==> config.mk <==
export PLATFORM = sky130hd
export DESIGN_NAME = ysyx_23060124_idu_pipe_flat
export DESIGN_NICKNAME = d
export VERILOG_FILES = /design/src/rtl/ysyx_23060124_idu_pipe_if.sv /design/src/rtl/ysyx_23060124_idu_pipe.sv /design/src/flat_wrapper.sv
export SDC_FILE = /design/constraint.sdc
export NUM_CORES = 1
export LEC_CHECK = 0
export CAP_MARGIN = 5
export CORE_UTILIZATION = 25
export DETAILED_ROUTE_END_ITERATION = 12
export MAX_ROUTING_LAYER = met4
export SLEW_MARGIN = 15
export SYNTH_ARGS = -nofsm -noshare
export SYNTH_HDL_FRONTEND = slang
export SYNTH_SLANG_ARGS = --single-unit
==> constraint.sdc <==
create_clock -name clock -period 7.3 [get_ports clock]
set_input_delay 1.46 -clock clock [delete_from_list [all_inputs] [get_ports clock]]
set_output_delay 1.46 -clock clock [all_outputs]
set_load 0.05 [all_outputs]
==> src/rtl/ysyx_23060124_idu_pipe_if.sv <==
// IFU -> IDU -> EXU handshake and decoded-bundle bus for ysyx_23060124_idu_pipe.
// The slave modport is the decode stage's view; the master is the surrounding IFU/EXU side.
interface ysyx_23060124_idu_pipe_if #(
  parameter int unsigned REG_W = 4,
  parameter int unsigned PC_W  = 32
);
  logic             i_flush;
  logic             i_valid;
  logic             o_ready;
  logic [31:0]      i_ins;
  logic [PC_W-1:0]  i_pc;
  logic             o_valid;
  logic             i_ready;
  logic [PC_W-1:0]  o_pc;
  logic [31:0]      o_imm;
  logic [REG_W-1:0] o_rd;
  logic [REG_W-1:0] o_rs1;
  logic [REG_W-1:0] o_rs2;
  logic [11:0]      o_csr_addr;
  logic [2:0]       o_exu_opt;
  logic [1:0]       o_src_sel;
  logic [11:0]      o_ctrl;
  logic             o_illegal;

  modport slave (
    input  i_flush, i_valid, i_ins, i_pc, i_ready,
    output o_ready, o_valid, o_pc, o_imm, o_rd, o_rs1, o_rs2, o_csr_addr, o_exu_opt,
           o_src_sel, o_ctrl, o_illegal
  );

  modport master (
    output i_flush, i_valid, i_ins, i_pc, i_ready,
    input  o_ready, o_valid, o_pc, o_imm, o_rd, o_rs1, o_rs2, o_csr_addr, o_exu_opt,
           o_src_sel, o_ctrl, o_illegal
  );
endinterface

==> src/rtl/ysyx_23060124_idu_pipe.sv <==
// Registered RV32I/E decode stage with a main + skid output buffer so o_ready comes from a flop.
// Define IDU_ILLEGAL_CHK_EN to flag unsupported/out-of-range encodings on o_illegal.
module ysyx_23060124_idu_pipe #(
  parameter int unsigned REG_W = 4,
  parameter int unsigned PC_W  = 32
) (
  input  logic                     clock,
  input  logic                     reset,
  ysyx_23060124_idu_pipe_if.slave  bus
);

  localparam logic [6:0] OpLui     = 7'b0110111;
  localparam logic [6:0] OpAuipc   = 7'b0010111;
  localparam logic [6:0] OpJal     = 7'b1101111;
  localparam logic [6:0] OpJalr    = 7'b1100111;
  localparam logic [6:0] OpBranch  = 7'b1100011;
  localparam logic [6:0] OpLoad    = 7'b0000011;
  localparam logic [6:0] OpStore   = 7'b0100011;
  localparam logic [6:0] OpImm     = 7'b0010011;
  localparam logic [6:0] OpReg     = 7'b0110011;
  localparam logic [6:0] OpMiscMem = 7'b0001111;
  localparam logic [6:0] OpSystem  = 7'b1110011;

  localparam logic [1:0] SelReg   = 2'b00;
  localparam logic [1:0] SelImm   = 2'b01;
  localparam logic [1:0] SelPc4   = 2'b10;
  localparam logic [1:0] SelPcImm = 2'b11;

  typedef struct packed {
    logic [PC_W-1:0]  pc;
    logic [31:0]      imm;
    logic [REG_W-1:0] rd;
    logic [REG_W-1:0] rs1;
    logic [REG_W-1:0] rs2;
    logic [11:0]      csr_addr;
    logic [2:0]       exu_opt;
    logic [1:0]       src_sel;
    logic [11:0]      ctrl;
    logic             illegal;
  } bundle_t;

  logic [31:0] ins;
  logic [6:0]  opcode;
  logic [2:0]  funct3;
  logic        f7b5;
  logic [31:0] imm_i, imm_s, imm_b, imm_u, imm_j;
  logic        no_rs1, use_rs2;
  bundle_t     dec;

  assign ins    = bus.i_ins;
  assign opcode = ins[6:0];
  assign funct3 = ins[14:12];
  assign f7b5   = ins[30];
  assign imm_i  = {{20{ins[31]}}, ins[31:20]};
  assign imm_s  = {{20{ins[31]}}, ins[31:25], ins[11:7]};
  assign imm_b  = {{19{ins[31]}}, ins[31], ins[7], ins[30:25], ins[11:8], 1'b0};
  assign imm_u  = {ins[31:12], 12'b0};
  assign imm_j  = {{11{ins[31]}}, ins[31], ins[19:12], ins[20], ins[30:21], 1'b0};

  always_comb begin
    dec         = '0;
    no_rs1      = 1'b0;
    use_rs2     = 1'b0;
    dec.pc      = bus.i_pc;
    dec.rd      = ins[7+:REG_W];
    unique case (opcode)
      OpLui: begin
        no_rs1 = 1'b1; dec.imm = imm_u; dec.src_sel = SelImm; dec.ctrl[0] = 1'b1;
      end
      OpAuipc: begin
        no_rs1 = 1'b1; dec.imm = imm_u; dec.src_sel = SelPcImm; dec.ctrl[0] = 1'b1;
      end
      OpJal: begin
        no_rs1 = 1'b1; dec.imm = imm_j; dec.src_sel = SelPc4;
        dec.ctrl[0] = 1'b1; dec.ctrl[8] = 1'b1;
      end
      OpJalr: begin
        dec.imm = imm_i; dec.exu_opt = funct3; dec.src_sel = SelPc4;
        dec.ctrl[0] = 1'b1; dec.ctrl[9] = 1'b1;
      end
      OpBranch: begin
        use_rs2 = 1'b1; dec.imm = imm_b; dec.exu_opt = funct3; dec.src_sel = SelReg;
        dec.ctrl[7] = 1'b1;
      end
      OpLoad: begin
        dec.imm = imm_i; dec.exu_opt = funct3; dec.src_sel = SelImm;
        dec.ctrl[0] = 1'b1; dec.ctrl[5] = 1'b1;
      end
      OpStore: begin
        use_rs2 = 1'b1; dec.imm = imm_s; dec.exu_opt = funct3; dec.src_sel = SelImm;
        dec.ctrl[6] = 1'b1;
      end
      OpImm: begin
        dec.imm = imm_i; dec.exu_opt = funct3; dec.src_sel = SelImm; dec.ctrl[0] = 1'b1;
        dec.ctrl[2] = f7b5 && (funct3 == 3'b101);
      end
      OpReg: begin
        use_rs2 = 1'b1; dec.exu_opt = funct3; dec.src_sel = SelReg; dec.ctrl[0] = 1'b1;
        dec.ctrl[2] = f7b5 && ((funct3 == 3'b101) || (funct3 == 3'b000));
      end
      OpMiscMem: begin
        dec.ctrl[11] = (funct3 == 3'b001);
      end
      OpSystem: begin
        dec.csr_addr = ins[31:20];
        if (funct3 == 3'b000) begin
          // rs2 field selects the privileged op
          dec.ctrl[4]  = (ins[21:20] == 2'b00);
          dec.ctrl[10] = (ins[21:20] == 2'b01);
          dec.ctrl[3]  = (ins[21:20] == 2'b10);
        end else begin
          dec.ctrl[0]   = 1'b1;
          dec.ctrl[1]   = 1'b1;
          dec.exu_opt   = (funct3 == 3'b010) ? 3'b110 : 3'b000;
        end
      end
      default: ;
    endcase
    dec.rs1 = no_rs1 ? '0 : ins[15+:REG_W];
    dec.rs2 = use_rs2 ? ins[20+:REG_W] : '0;
    if (dec.rd == '0) dec.ctrl[0] = 1'b0;
`ifdef IDU_ILLEGAL_CHK_EN
    begin
      logic known, use_rd, bad_reg;
      known   = (opcode == OpLui) || (opcode == OpAuipc) || (opcode == OpJal) ||
                (opcode == OpJalr) || (opcode == OpBranch) || (opcode == OpLoad) ||
                (opcode == OpStore) || (opcode == OpImm) || (opcode == OpReg) ||
                (opcode == OpMiscMem) || (opcode == OpSystem);
      use_rd  = !((opcode == OpStore) || (opcode == OpBranch));
      // RV32E has no x16-x31: any used field with its top bit set is out of range
      bad_reg = (REG_W == 4) && ((use_rd && ins[11]) || (!no_rs1 && ins[19]) ||
                                 (use_rs2 && ins[24]));
      dec.illegal = !known || bad_reg;
      if (dec.illegal) dec.ctrl = '0;
    end
`else
    dec.illegal = 1'b0;
`endif
  end

  // Main/skid buffer
  bundle_t main_q, skid_q;
  logic    main_valid_q, skid_valid_q;
  logic    in_fire, main_free;

  assign in_fire   = bus.i_valid && !skid_valid_q && !bus.i_flush;
  assign main_free = !main_valid_q || bus.i_ready;

  always_ff @(posedge clock or posedge reset) begin
    if (reset) begin
      main_q       <= '0;
      skid_q       <= '0;
      main_valid_q <= 1'b0;
      skid_valid_q <= 1'b0;
    end else if (bus.i_flush) begin
      main_q       <= '0;
      skid_q       <= '0;
      main_valid_q <= 1'b0;
      skid_valid_q <= 1'b0;
    end else if (main_free) begin
      if (skid_valid_q) begin
        main_q       <= skid_q;
        main_valid_q <= 1'b1;
        skid_valid_q <= 1'b0;
      end else begin
        main_valid_q <= in_fire;
        if (in_fire) main_q <= dec;
      end
    end else if (in_fire) begin
      skid_q       <= dec;
      skid_valid_q <= 1'b1;
    end
  end

  assign bus.o_ready    = !skid_valid_q;
  assign bus.o_valid    = main_valid_q;
  assign bus.o_pc       = main_q.pc;
  assign bus.o_imm      = main_q.imm;
  assign bus.o_rd       = main_q.rd;
  assign bus.o_rs1      = main_q.rs1;
  assign bus.o_rs2      = main_q.rs2;
  assign bus.o_csr_addr = main_q.csr_addr;
  assign bus.o_exu_opt  = main_q.exu_opt;
  assign bus.o_src_sel  = main_q.src_sel;
  assign bus.o_ctrl     = main_q.ctrl;
  assign bus.o_illegal  = main_q.illegal;

endmodule

==> src/flat_wrapper.sv <==
// flat-port wrapper written by rule: the top's interface ports become plain ports
module ysyx_23060124_idu_pipe_flat 
#(
  parameter int unsigned REG_W = 4,
  parameter int unsigned PC_W  = 32
)
  (clock, reset, bus_i_flush, bus_i_valid, bus_i_ins, bus_i_pc, bus_i_ready, bus_o_ready, bus_o_valid, bus_o_pc, bus_o_imm, bus_o_rd, bus_o_rs1, bus_o_rs2, bus_o_csr_addr, bus_o_exu_opt, bus_o_src_sel, bus_o_ctrl, bus_o_illegal);
  ysyx_23060124_idu_pipe_if #(.REG_W(REG_W), .PC_W(PC_W)) bus_i ();
  input  logic clock;
  input  logic reset;
  input wire logic [$bits(bus_i.i_flush)-1:0] bus_i_flush;
  input wire logic [$bits(bus_i.i_valid)-1:0] bus_i_valid;
  input wire logic [$bits(bus_i.i_ins)-1:0] bus_i_ins;
  input wire logic [$bits(bus_i.i_pc)-1:0] bus_i_pc;
  input wire logic [$bits(bus_i.i_ready)-1:0] bus_i_ready;
  output wire logic [$bits(bus_i.o_ready)-1:0] bus_o_ready;
  output wire logic [$bits(bus_i.o_valid)-1:0] bus_o_valid;
  output wire logic [$bits(bus_i.o_pc)-1:0] bus_o_pc;
  output wire logic [$bits(bus_i.o_imm)-1:0] bus_o_imm;
  output wire logic [$bits(bus_i.o_rd)-1:0] bus_o_rd;
  output wire logic [$bits(bus_i.o_rs1)-1:0] bus_o_rs1;
  output wire logic [$bits(bus_i.o_rs2)-1:0] bus_o_rs2;
  output wire logic [$bits(bus_i.o_csr_addr)-1:0] bus_o_csr_addr;
  output wire logic [$bits(bus_i.o_exu_opt)-1:0] bus_o_exu_opt;
  output wire logic [$bits(bus_i.o_src_sel)-1:0] bus_o_src_sel;
  output wire logic [$bits(bus_i.o_ctrl)-1:0] bus_o_ctrl;
  output wire logic [$bits(bus_i.o_illegal)-1:0] bus_o_illegal;
  assign bus_i.i_flush = bus_i_flush;
  assign bus_i.i_valid = bus_i_valid;
  assign bus_i.i_ins = bus_i_ins;
  assign bus_i.i_pc = bus_i_pc;
  assign bus_i.i_ready = bus_i_ready;
  assign bus_o_ready = bus_i.o_ready;
  assign bus_o_valid = bus_i.o_valid;
  assign bus_o_pc = bus_i.o_pc;
  assign bus_o_imm = bus_i.o_imm;
  assign bus_o_rd = bus_i.o_rd;
  assign bus_o_rs1 = bus_i.o_rs1;
  assign bus_o_rs2 = bus_i.o_rs2;
  assign bus_o_csr_addr = bus_i.o_csr_addr;
  assign bus_o_exu_opt = bus_i.o_exu_opt;
  assign bus_o_src_sel = bus_i.o_src_sel;
  assign bus_o_ctrl = bus_i.o_ctrl;
  assign bus_o_illegal = bus_i.o_illegal;
  ysyx_23060124_idu_pipe #(.REG_W(REG_W), .PC_W(PC_W)) u_core (.clock(clock), .reset(reset), .bus(bus_i));
endmodule
Yosys cells after proc, flatten, opt, wreduce, memory -nomap -nowiden:

Cells that the tools add are included.

* equal/unequal tests: 17
* mux-type cells: 37
* reduce and logical (&&, ||, !) cells: 26

Operators with widths (number)
* $mux W106: 6
* $pmux W32 S5: 1
* $eq A7 B7 Y1 const B: 4
* $eq A7 B6 Y1 const B: 3
* $mux W1: 18
* $eq A7 B5 Y1 const B: 2
* $mux W12: 1
* $reduce_or A3 Y1: 3
* $mux W4: 2
* $eq A7 B2 Y1 const B: 1
* $eq A7 B4 Y1 const B: 1
* $reduce_or A7 Y1: 1
* $mux W2: 3
* $mux W3: 2
* $pmux W2 S3: 1
* $pmux W3 S2: 1
* $reduce_bool A3 Y1: 2
* $reduce_or A6 Y1: 1
* $logic_and A1 B1 Y1: 4
* $logic_not A4 Y1: 1
* $pmux W1 S2: 2
* $reduce_and A2 Y1: 2
* $reduce_bool A2 Y1: 2
* $reduce_or A2 Y1: 2
* 11 further kinds: 14

* flip-flop bits (word level): 214
* output and inout port bits: 108
* word-level logic and storage cells: 102

Logic depth before layout (Yosys ltp):

* depth after elaboration: 8
* mapped depth: 7
* mapped depth without buffers: 4

Worst setup path after synthesis:

No wires, ideal clock.

* path kind: input-to-reg
* from: input bus_i_ins[2]
* to: register u_core.main_q (netlist bit u_core.bus.o_rs1[0])
* setup time: 0.120 ns
* data arrival time: 2.556 ns
* path slack: 4.624 ns
* stages on the path: 6
* buffers on the path: 2
* cells stage by stage: buf_4 inv_1 nor4_4 nor2_1 buf_6 a31o_2

* word-level cells in the longest chain between the ends: 8
* elaborated cells between the ends (all ways): 10

Ends and longest elaborated chain
* start: declaration: line flat_wrapper.sv:13 `input wire logic [$bits(bus_i.i_ins)-1:0] bus_i_ins;`
* $eq A7 B6 Y1, or another cell as far along: line ysyx_23060124_idu_pipe.sv:66 `unique case (opcode)`
* $reduce_or A3 Y1 (no source line) (*)
* $mux W1 (*): line ysyx_23060124_idu_pipe.sv:66
* $mux W4 (*): line ysyx_23060124_idu_pipe.sv:119 `dec.rs1 = no_rs1 ? '0 : ins[15+:REG_W];`
* $mux W106 (*): line ysyx_23060124_idu_pipe.sv:167 `if (in_fire) main_q <= dec;`
* $mux W106 (*): line ysyx_23060124_idu_pipe.sv:161 `if (skid_valid_q) begin`
* $mux W106 (*): line ysyx_23060124_idu_pipe.sv:160 `end else if (main_free) begin`
* $mux W106 (*): line ysyx_23060124_idu_pipe.sv:155 `end else if (bus.i_flush) begin`
* end signal: assignment: line ysyx_23060124_idu_pipe.sv:162 `main_q <= skid_q;`
* end: declaration: line ysyx_23060124_idu_pipe.sv:142 `bundle_t main_q, skid_q;`

Mark *: on every way between the ends. The rest lies on a longest branch, timed or not. The select of a mux whose other input is x is not followed.
A chain may end at the register's enable or synchronous reset.

Worst setup path after layout:

* from: register u_core.skid_valid_q
* to: output bus_o_ready

* word-level cells in the longest chain between the ends: 1

Ends and longest elaborated chain
* start: declaration: line ysyx_23060124_idu_pipe.sv:143 `logic main_valid_q, skid_valid_q;`
* start signal: assignment: line ysyx_23060124_idu_pipe.sv:154 `skid_valid_q <= 1'b0;`
* start signal: assignment: line ysyx_23060124_idu_pipe.sv:159 `skid_valid_q <= 1'b0;`
* start signal: assignment: line ysyx_23060124_idu_pipe.sv:164 `skid_valid_q <= 1'b0;`
* $logic_not A1 Y1: line ysyx_23060124_idu_pipe.sv:175 `assign bus.o_ready = !skid_valid_q;`
* end: declaration: line flat_wrapper.sv:16 `output wire logic [$bits(bus_i.o_ready)-1:0] bus_o_ready;`

Every way passes these cells.

==> out/summary.txt <==
actual slew at the worst max-slew pin: 1050 ps
Leak Pwr: 5.22 nW
Nets: 1068
fin util: 0.335
Worst Hold Class: flip-flop to flip-flop
status: completed
Synth Instances: 859
antenna violation net count after detailed routing: 0
Flop pwr share: 0.422
Hold WS: 477 ps
initial drt markers: 546
Tot Pwr: 2.88 mW
Root Buffer: clkbuf_16
dpl hpwl: 19.8 mm
Mean Syn Cell Area: 11.1 um2
Worst Setup Path Type: flip-flop to output pin
R2R Setup Slk: 4200 ps
largest net degree at the start of global routing: 178
delay of the slowest critical-path stage: 860 ps
H-tree Lvls: 1
register area: 5310 um2
first-pass GRT wire length: 47.8 mm
Initial Util: 0.253
CP endpoint kind: output pin
grt ovf: 0
setup violators final: 0
Pwr Density: 229 nW/um2
synthesized cell area: 9500 um2
Worst Path Arrival: 2480 ps
Synth Net Count: 928
fill count: 3842
CTS tree: done
worst path cell trace: inv_2, clkdlybuf4s50_1
Total GRT Usage: 0.163
CTS resizes: 0
minimum clock period: 3940 ps
Worst Path Required: 5840 ps
clk sinks: 212
Final Hold Vio Count: 0
hold path cells: 2
Hold-fix buffers, CTS: 0
most frequent cells in the layout: dfrtp_1, clkdlybuf4s50_1, o21ai_0
Max-cap violations: 0
flops & latches, synth: 212
drt total wl: 30.8 mm
drt first pass iters: 5
cell internal pwr: 2.14 mW
via/cell ratio: 5.01
RSZ-0062 raised after global routing: no
switching power share of the total: 0.257
Distinct cells, synth: 60
Slew headroom: 0.295
Final period util: 0.540
routed len/inst: 20.1 um
worst hold endpoint: u_core.bus.o_pc[17]$_DFFE_PP0P_
total die area: 38800 um2
FF-to-FF End: u_core.bus.o_csr_addr[4]$_DFFE_PP0P_
number of global-route vias before repair: 7706
DR vias: 7667
Net Sw Power: 0.741 mW
Final Skew: 9.85 ps
antenna violations before repair: 2
CP max-delay cell: clkdlybuf4s50_1
path depth of the worst reg2reg path: 4
Post-synth EDFFs: 0
startpoint of the worst hold path: u_core.bus.o_pc[17]$_DFFE_PP0P_
Cell Rows: 71
Core ar.: 37500 um2
max frequency: 0.253 GHz
Setup TNS: 0 ps
PortBufs: 175
share of cells above drive strength 1: 0.0855
Skew-Pair Late Insertion Delay: 530 ps
Synth warnings: 0
multi-input logic area: 3790 um2
startpoint type of the worst setup path: flip-flop
number of setup buffers added after CTS: 0
chip height: 197 um
post-synthesis sequential area ratio: 0.559
Area after DPL: 11600 um2
asr flop ratio synth: 1.00
TritonCTS Buffers: 25
num ports: 177
commonest non-fill, non-tap cell in the layout: dfrtp_1
maximum clock insertion buffer count: 3
Die W: 197 um
post-route cell area: 12600 um2
worst vdd ir: 131 uV
Slew Limit Fails: 0
ys flop type: dfrtp_1
origin of the critical flop-to-flop path: u_core.skid_valid_q$_DFFE_PP0P_
Final GP Congestion: 0.820
Clock Pin Slew Worst Setup and Hold Paths: 60 ps
Comb power frac: 0.104
Synth-to-Final Area Change: 32.4%
crit-path max FO: 34
Clock Power Share: 0.474
DR DRC count: 0
[logic make-up (layout without fill, tap and decap cells)]
kind of cell / after synthesis / count (layout) / synth area share
AOI/OAI and AO/OA: 320 / 320 / 0.239
DFF: 212 / 212 / 0.559
other: 1 / 3 / 0.000395
and+or+nand+nor: 199 / 199 / 0.116
buffers and inverters: 90 / 249 / 0.0465
muxes: 37 / 37 / 0.0390
[sequential cells by signal, indices dropped and copies added, names as in the netlist]
name	flops
u_core.skid_q	105
u_core.bus.o_imm	32
u_core.bus.o_pc	32
u_core.bus.o_csr_addr	12
u_core.bus.o_ctrl	12
u_core.bus.o_rd	4
u_core.bus.o_rs1	4
u_core.bus.o_rs2	4
u_core.bus.o_exu_opt	3
u_core.bus.o_src_sel	2
u_core.bus.o_valid	1
u_core.skid_valid_q	1
[power by group through the flow]
stage               Sequential (mW)  Clock, mW  Combinational [mW]
global placement               1.23          0               0.300
CTS                            1.21       1.40               0.302
global route                   1.22       1.44               0.321
floorplan                      1.29          0               0.112
detailed placement             1.24          0               0.301
finish                         1.21       1.37               0.299
[worst max-delay path: cells and delay by family, from the launching register on]
kind     cells  cell delay [ps]
buf+inv      2             1180
flops        1              710
[metal layers]
| layer | track usage | share of wire | up-vias |
|---|---|---|---|
| met2 | 0.249 | 0.46 | 266 |
| met5 | - | 0 | - |
| li1 | - | - | 3495 |
| met4 | 0.0379 | 0.023 | 0 |
| met3 | 0.0368 | 0.069 | 37 |
| met1 | 0.220 | 0.45 | 3869 |
[how the worst max path moves through the flow]
| stage | startpoint | endpoint | slack (ps) | cells after the start |
|---|---|---|---|---|
| global placement | bus_i_ready | u_core.bus.o_csr_addr[3]$_DFFE_PP0P_ | 2860 | 5 |
| CTS | u_core.skid_valid_q$_DFFE_PP0P_ | bus_o_ready | 3320 | 2 |
| floorplan | reset | u_core.bus.o_csr_addr[0]$_DFFE_PP0P_ | 50 | 1 |
| finish | u_core.skid_valid_q$_DFFE_PP0P_ | bus_o_ready | 3360 | 2 |
| global route | bus_i_flush | u_core.bus.o_csr_addr[11]$_DFFE_PP0P_ | 3140 | 4 |
| detailed placement | bus_i_flush | u_core.bus.o_csr_addr[8]$_DFFE_PP0P_ | 2830 | 4 |
[cell usage after synthesis (3+ instances only)]
cell type | count | share of area
a32oi_1 | 4 | 0.0037
nor2_1 | 10 | 0.0040
o21ai_0 | 114 | 0.060
mux2i_1 | 37 | 0.039
buf_6 | 5 | 0.0059
and3_1 | 10 | 0.0066
and4b_1 | 11 | 0.012
clkbuf_1 | 21 | 0.0083
o21ai_1 | 9 | 0.0047
a31o_2 | 4 | 0.0037
nand3b_1 | 6 | 0.0047
buf_2 | 40 | 0.021
buf_4 | 4 | 0.0032
inv_1 | 17 | 0.0067
a22o_1 | 72 | 0.066
and2_1 | 3 | 0.0020
o211ai_1 | 16 | 0.013
nand2b_1 | 12 | 0.0079
o21a_1 | 3 | 0.0024
a21o_1 | 5 | 0.0040
a32o_1 | 6 | 0.0063
nor3_2 | 6 | 0.0063
nand2_1 | 83 | 0.033
dfrtp_1 | 212 | 0.56
a221o_1 | 17 | 0.018
nor4_1 | 4 | 0.0026
a22oi_1 | 39 | 0.031
a21oi_1 | 7 | 0.0037
o31ai_1 | 13 | 0.010
nor3_1 | 16 | 0.0084
nand3_1 | 17 | 0.0090
[metrics by stage]
| step | setup WS (ps) | cells |
|---|---|---|
| after floorplan | 45.8 | 859 |
| after global placement | 2860 | 1483 |
| after detailed placement | 2830 | 1483 |
| after CTS | 3320 | 1529 |
| after global routing | 3140 | 1531 |
| final | 3360 | 1531 |
[layout make-up]
class / count / share of cell area
flip-flops and latches: 212 / 0.422
multi-input cells: 557 / 0.301
repair buffers: 185 / 0.146
clock buffers: 33 / 0.0577
well taps: 511 / 0.0509
clock inverters: 13 / 0.0149
inverters: 18 / 0.00597
diodes: 2 / 0.000398
Power figures use the tool's default switching activity.
